==> src/rtl/disp_hm_if.sv <==
// Counter-side digits in, board-side display pins out for the HH:MM display driver.
interface disp_hm_if;
  logic       enable1hz;
  logic [1:0] bcd_h_msd;
  logic [3:0] bcd_h_lsd;
  logic [2:0] bcd_m_msd;
  logic [3:0] bcd_m_lsd;
  logic [6:0] seg;
  logic [3:0] an;
  logic       dp;

  modport master (
    output enable1hz, bcd_h_msd, bcd_h_lsd, bcd_m_msd, bcd_m_lsd,
    input  seg, an, dp
  );

  modport slave (
    input  enable1hz, bcd_h_msd, bcd_h_lsd, bcd_m_msd, bcd_m_lsd,
    output seg, an, dp
  );
endinterface

==> src/rtl/disp_hm.sv <==
// 4-digit multiplexed 7-segment driver for HH:MM with per-frame snapshot and blinking colon.
// Optional DISP_LZ_BLANK_EN: blank the hour tens digit when it is zero.
module disp_hm #(
  parameter int unsigned SCAN_DIV = 50000
) (
  input  logic      clock,
  input  logic      reset,
  disp_hm_if.slave  d
);

  localparam int unsigned PRE_W = $clog2(SCAN_DIV);
  localparam logic [PRE_W-1:0] PRE_MAX = PRE_W'(SCAN_DIV - 1);
  localparam logic [6:0] SEG_OFF  = 7'b1111111;
  localparam logic [6:0] SEG_DASH = 7'b0111111;

  logic [PRE_W-1:0] pre_q, pre_d;
  logic [1:0]       idx_q, idx_d;
  logic             col_q, col_d;
  // Minute units is shown in the capture cycle itself, so only three digits need holding.
  logic [2:0]       snap_m_msd_q, snap_m_msd_d;
  logic [3:0]       snap_h_lsd_q, snap_h_lsd_d;
  logic [1:0]       snap_h_msd_q, snap_h_msd_d;
  logic [6:0]       seg_q, seg_d;
  logic [3:0]       an_q, an_d;
  logic             dp_q, dp_d;
  logic             tick;
  logic [3:0]       dig;
  logic [3:0]       lim;

  function automatic logic [6:0] seg_decode(input logic [3:0] v, input logic [3:0] max_v);
    logic [6:0] s;
    s = SEG_DASH;
    if (v <= max_v) begin
      case (v)
        4'd0:    s = 7'b1000000;
        4'd1:    s = 7'b1111001;
        4'd2:    s = 7'b0100100;
        4'd3:    s = 7'b0110000;
        4'd4:    s = 7'b0011001;
        4'd5:    s = 7'b0010010;
        4'd6:    s = 7'b0000010;
        4'd7:    s = 7'b1111000;
        4'd8:    s = 7'b0000000;
        4'd9:    s = 7'b0010000;
        default: s = SEG_DASH;
      endcase
    end
    return s;
  endfunction

  always_comb begin
    pre_d        = pre_q;
    idx_d        = idx_q;
    col_d        = col_q ^ d.enable1hz;
    snap_m_msd_d = snap_m_msd_q;
    snap_h_lsd_d = snap_h_lsd_q;
    snap_h_msd_d = snap_h_msd_q;
    seg_d        = seg_q;
    an_d         = an_q;
    dp_d         = dp_q;
    dig          = 4'd0;
    lim          = 4'd9;

    tick  = (pre_q == PRE_MAX);
    pre_d = tick ? '0 : pre_q + PRE_W'(1);

    if (tick) begin
      idx_d = idx_q + 2'd1;
      unique case (idx_d)
        2'd0: begin
          snap_m_msd_d = d.bcd_m_msd;
          snap_h_lsd_d = d.bcd_h_lsd;
          snap_h_msd_d = d.bcd_h_msd;
          dig          = d.bcd_m_lsd;
          lim          = 4'd9;
        end
        2'd1: begin
          dig = {1'b0, snap_m_msd_q};
          lim = 4'd5;
        end
        2'd2: begin
          dig = snap_h_lsd_q;
          lim = 4'd9;
        end
        2'd3: begin
          dig = {2'b00, snap_h_msd_q};
          lim = 4'd2;
        end
      endcase
      seg_d = seg_decode(dig, lim);
`ifdef DISP_LZ_BLANK_EN
      if ((idx_d == 2'd3) && (snap_h_msd_q == 2'd0)) seg_d = SEG_OFF;
`endif
      an_d = ~(4'b0001 << idx_d);
      // Colon uses the flag as it stood before any toggle landing in this same cycle.
      dp_d = (idx_d == 2'd2) ? ~col_q : 1'b1;
    end
  end

  always_ff @(posedge clock) begin
    if (reset) begin
      pre_q        <= '0;
      idx_q        <= 2'd3;
      col_q        <= 1'b0;
      snap_m_msd_q <= '0;
      snap_h_lsd_q <= '0;
      snap_h_msd_q <= '0;
      seg_q        <= SEG_OFF;
      an_q         <= 4'b1111;
      dp_q         <= 1'b1;
    end else begin
      pre_q        <= pre_d;
      idx_q        <= idx_d;
      col_q        <= col_d;
      snap_m_msd_q <= snap_m_msd_d;
      snap_h_lsd_q <= snap_h_lsd_d;
      snap_h_msd_q <= snap_h_msd_d;
      seg_q        <= seg_d;
      an_q         <= an_d;
      dp_q         <= dp_d;
    end
  end

  assign d.seg = seg_q;
  assign d.an  = an_q;
  assign d.dp  = dp_q;

endmodule

==> src/flat_wrapper.sv <==
// flat-port wrapper written by rule: the top's interface ports become plain ports
module disp_hm_flat 
#(
  parameter int unsigned SCAN_DIV = 50000
)
  (clock, reset, d_enable1hz, d_bcd_h_msd, d_bcd_h_lsd, d_bcd_m_msd, d_bcd_m_lsd, d_seg, d_an, d_dp);
  disp_hm_if d_i ();
  input  logic clock;
  input  logic reset;
  input wire logic [$bits(d_i.enable1hz)-1:0] d_enable1hz;
  input wire logic [$bits(d_i.bcd_h_msd)-1:0] d_bcd_h_msd;
  input wire logic [$bits(d_i.bcd_h_lsd)-1:0] d_bcd_h_lsd;
  input wire logic [$bits(d_i.bcd_m_msd)-1:0] d_bcd_m_msd;
  input wire logic [$bits(d_i.bcd_m_lsd)-1:0] d_bcd_m_lsd;
  output wire logic [$bits(d_i.seg)-1:0] d_seg;
  output wire logic [$bits(d_i.an)-1:0] d_an;
  output wire logic [$bits(d_i.dp)-1:0] d_dp;
  assign d_i.enable1hz = d_enable1hz;
  assign d_i.bcd_h_msd = d_bcd_h_msd;
  assign d_i.bcd_h_lsd = d_bcd_h_lsd;
  assign d_i.bcd_m_msd = d_bcd_m_msd;
  assign d_i.bcd_m_lsd = d_bcd_m_lsd;
  assign d_seg = d_i.seg;
  assign d_an = d_i.an;
  assign d_dp = d_i.dp;
  disp_hm #(.SCAN_DIV(SCAN_DIV)) u_core (.clock(clock), .reset(reset), .d(d_i));
endmodule
==> config.mk <==
export PLATFORM = sky130hd
export DESIGN_NAME = disp_hm_flat
export DESIGN_NICKNAME = d
export VERILOG_FILES = /design/src/rtl/disp_hm_if.sv /design/src/rtl/disp_hm.sv /design/src/flat_wrapper.sv
export SDC_FILE = /design/constraint.sdc
export NUM_CORES = 1
export LEC_CHECK = 0
export ABC_AREA = 1
export CAP_MARGIN = 40
export CORE_AREA = 2 2 70 72
export CTS_CLUSTER_SIZE = 24
export DETAILED_ROUTE_END_ITERATION = 6
export DIE_AREA = 0 0 72 74
export GPL_TIMING_DRIVEN = 0
export PLACE_DENSITY = 0.71
export SLEW_MARGIN = 20
export SYNTH_ARGS = -nofsm -noshare
export SYNTH_HDL_FRONTEND = slang
export SYNTH_SLANG_ARGS = --single-unit
==> constraint.sdc <==
create_clock -name clock -period 4.1 [get_ports clock]
set_clock_uncertainty 0.2 [all_clocks]
set_input_delay 0.82 -clock clock [delete_from_list [all_inputs] [get_ports clock]]
set_output_delay 0.82 -clock clock [all_outputs]
set_load 0.005 [all_outputs]
==> impl_results.rst <==
.. list-table::
   :header-rows: 1

   * - Metric
     - Value
   * - Num rows
     - 25
   * - Final weighted congestion in routability-driven placement
     - 0.826
   * - Number of buffers added on ports
     - 27
   * - Pin count of the biggest net entering global routing
     - 13
   * - Pins over their slew limit
     - 0
   * - Worst path cell trace
     - clkdlybuf4s50_1 > or2_1 > o21ai_1 > inv_1 > ha_1 > inv_1 > o21bai_1 > nand2_1 > nand2_1 > nand2_1 > nand2_1 > nand2_2 > nand2_1
   * - Max-cap violations
     - 0
   * - I/O pin count
     - 28
   * - Number of filler cells placed in the layout
     - 450
   * - FF-to-FF path depth
     - 15
   * - Kind of critical path
     - input pin to flip-flop
   * - Vertical die dimension
     - ~74 microns
   * - Highest fanout seen on the critical path
     - 5
   * - Die footprint
     - 5330 sq um
   * - Clock-pin transition on the worst setup and hold timing paths
     - ~0.070 ns
   * - Pwr per Cell Area
     - between 300 and 400 nW/um^2
   * - Required time at the endpoint of the critical path
     - approximately 4 ns
   * - Post-Synthesis Cell Area
     - 2190 sq um
   * - Clock tree from TritonCTS
     - built
   * - Slowest stage cell, crit path
     - clkdlybuf4s50_1
   * - Number of vias in the routed layout
     - roughly 2.0k
   * - Overall die width
     - a little over 70 microns
   * - Outcome
     - complete, no violations
   * - Maximum clock path buffer count
     - 2
   * - Worst reg2reg path endpoint
     - u_core.d.seg[5]
   * - Number of CTS-inserted buffers
     - 5
   * - FF+latch area
     - between 800 and 900 sq um
   * - Max-slew headroom
     - just under 70%
   * - Wire length of the first global-routing pass
     - between 8000 and 9000 microns
   * - Multi-input logic area
     - about 1200 sq um
   * - Insertion delay to the later sink of the worst-skew pair
     - between 0.2 and 0.3 ns
   * - Pre-antenna DRT Iters
     - 4
   * - Final WL
     - ~4700 microns
   * - Sequential element share of the synthesized area
     - between 30% and 40%
   * - Yosys cell types
     - 27
   * - Net count after synthesis
     - ~340
   * - Pre-CTS worst setup slack
     - 1.11 ns
   * - Cts repair resizes
     - 0
   * - Core box area
     - 4600 sq um
   * - Cell occurring most often along the worst timing path
     - nand2_1
   * - Residual DRC
     - 0
   * - Number of nets still failing antenna checks after routing
     - 0
   * - Kind of start point of the critical path
     - input pin
   * - Worst hold start
     - u_core.pre_q[0]
   * - Terminating pin of the worst hold path
     - u_core.pre_q[0]
   * - Starting utilization of the core area
     - 47.5%
   * - Syn Inst Count
     - between 300 and 400
   * - Class of the tightest hold or removal check
     - flip-flop to flip-flop
   * - Endpoints failing hold
     - 0
   * - Wire length per cell after detailed routing
     - between 10 and 15 microns
   * - Setup slack of the most critical reg-to-reg path
     - roughly 1.5 ns
   * - Fin worst setup slack
     - about 1.4 ns
   * - WHS Path Cells
     - 1
   * - Post-synthesis average cell area
     - about 7 sq um
   * - Setup repair after global routing missed its margin
     - false
   * - Standby leakage power
     - approximately 1.1 nW
   * - Number of antenna violations at the first check in global routing
     - 0
   * - # clock sinks
     - 40
   * - Data arrival time of the critical path
     - 2.68 ns
   * - Fin crit share
     - 65.7%
   * - Critical Path Sink Type
     - flip-flop
   * - Diode insertion count for antenna repair
     - 0
   * - Number of setup violations in the final report
     - 0
   * - Count of routing violations after the opening detailed-route iteration
     - between 100 and 150
   * - Overall track demand over capacity in global routing
     - just under 20%
   * - HPWL after DPL
     - 3480 microns
   * - Worst IR Drop VDD
     - between 0.00015 and 0.0002 V
   * - H-tree depth
     - 2
   * - Detailed-route vias per instance
     - approximately 5.0
   * - Slew at the pin closest to its max-slew limit
     - 0.463 ns
   * - Sum of internal, switching and leakage power
     - roughly 0.8 mW
   * - Post-CTS Setup Bufs
     - 0
   * - Ratio of cells with drive above 1 in the final layout
     - slightly below 7%
   * - Total congestion overflow
     - 0
   * - Time the worst path needs with I/O delays and setup
     - 2.70 ns
   * - F_max
     - about 370 MHz
   * - Root cell of the clock tree
     - clkbuf_8
   * - Origin of the critical flop-to-flop path
     - u_core.idx_q[1]
   * - Flip-flop and latch count after synthesis
     - 40
   * - Nets
     - about 380
   * - Area growth from synthesis to layout
     - 21.2%
   * - Final sum of negative setup slack
     - 0 ns
   * - Number of warnings printed during yosys synthesis
     - 0
   * - Longest individual stage delay on the worst path
     - between 0.3 and 0.4 ns
   * - Number of global-route vias before repair
     - approximately 1.8k
   * - Number of hold buffers added after cts
     - 0
==> kinds of logic after synthesis <==
family          count (synthesis)  share of synthesized area, %
flops                          40                          36.6
buf+inv                        38                          7.38
simple gates                  180                          36.1
fa+ha+maj                      16                          9.16
compound gates                 29                          7.10
xor+xnor                        9                          3.61
==> power by group <==
group | leakage (nW) | internal, mW | switching, mW
logic | 0.737 | 0.0261 | 0.0256
registers | 0.324 | 0.392 | 0.00253
clock network | 0.0645 | 0.215 | 0.137
total | 1.12 | 0.633 | 0.165
==> worst max path at each step <==
| stage | start | endpoint | slack [ns] | depth (start not counted) |
|---|---|---|---|---|
| 2_1_floorplan | d_bcd_m_lsd[1] | u_core.d.seg[1] | 1.72 | 12 |
| 3_3_place_gp | d_bcd_m_lsd[1] | u_core.d.seg[0] | 1.13 | 13 |
| 3_5_place_dp | d_bcd_m_lsd[1] | u_core.d.seg[5] | 1.11 | 13 |
| 4_1_cts | d_bcd_m_lsd[1] | u_core.d.seg[2] | 1.41 | 13 |
| 5_1_grt | d_bcd_m_lsd[1] | u_core.d.seg[2] | 1.25 | 13 |
| 6_report | d_bcd_m_lsd[1] | u_core.d.seg[5] | 1.40 | 13 |
==> stage by stage <==
stage	instances	cell area [sq um]	utilization (%)	hold slack, ns
after floorplan	312	2190	-	0.217
after global placement	393	2520	54.9	0.229
after detailed placement	393	2520	54.9	0.242
after CTS	401	2650	57.6	0.256
after global routing	401	2650	57.6	0.278
final	401	2650	57.6	0.251
==> per-layer routing <==
metal	track usage (%)	part of all wire, %
met2	30.2	44
met3	4.20	4.3
met5	0	0
met4	8.18	1.7
met1	25.9	50
==> Yosys cell counts (all sizes together) <==
| cell type | n | area share, % |
|---|---|---|
| nand3b | 3 | 1.0 |
| o21ai | 5 | 1.1 |
| xor2 | 7 | 2.8 |
| clkbuf | 3 | 0.52 |
| nor3 | 3 | 0.69 |
| nand3 | 20 | 4.8 |
| nand2 | 92 | 16 |
| o21bai | 1 | 0.34 |
| a21oi | 20 | 4.6 |
| or2 | 5 | 1.5 |
| buf | 4 | 1.5 |
| nand4 | 15 | 4.3 |
| inv | 31 | 5.3 |
| nor2 | 41 | 7.2 |
| dfxtp | 40 | 37 |
| nor3b | 1 | 0.34 |
| xnor2 | 2 | 0.80 |
| o211ai | 3 | 1.0 |
| ha | 16 | 9.2 |
==> critical path, delay by kind of cell <==
family	cells	cell delay, ns
AND/OR/NAND/NOR	7	0.66
buffers and inverters	3	0.61
adder cells (fa/ha/maj)	1	0.32
AO/OA/AOI/OAI	2	0.27
==> layout by cell type, fill, tap and decap left out, types with 7 or more instances in the layout <==
master	instances
clkbuf_8	7
nand3_1	19
nand2_1	88
xor2_1	7
dfxtp_1	40
nand4_1	15
ha_1	16
inv_1	28
a21oi_1	20
clkdlybuf4s50_1	27
nor2_1	40
==> state kept, by name (all words and copies together) (netlist names) <==
register and count:
u_core.pre_q 16, u_core.snap_m_msd_q 3, u_core.snap_h_lsd_q 4, u_core.col_q 1
u_core.d.an 4, u_core.snap_h_msd_q 2, u_core.idx_q 2, u_core.d.dp 1
u_core.d.seg 7
==> layout make-up <==
class,count,area share (%)
well taps,54,2.55
plain buffers,7,1.70
flip-flops and latches,40,30.2
clock buffers,7,3.64
inverters,31,4.39
multi-input cells,234,46.2
repair buffers,27,10.2
clock inverters,1,1.13
Note: power is estimated with default switching activity, not from simulation.
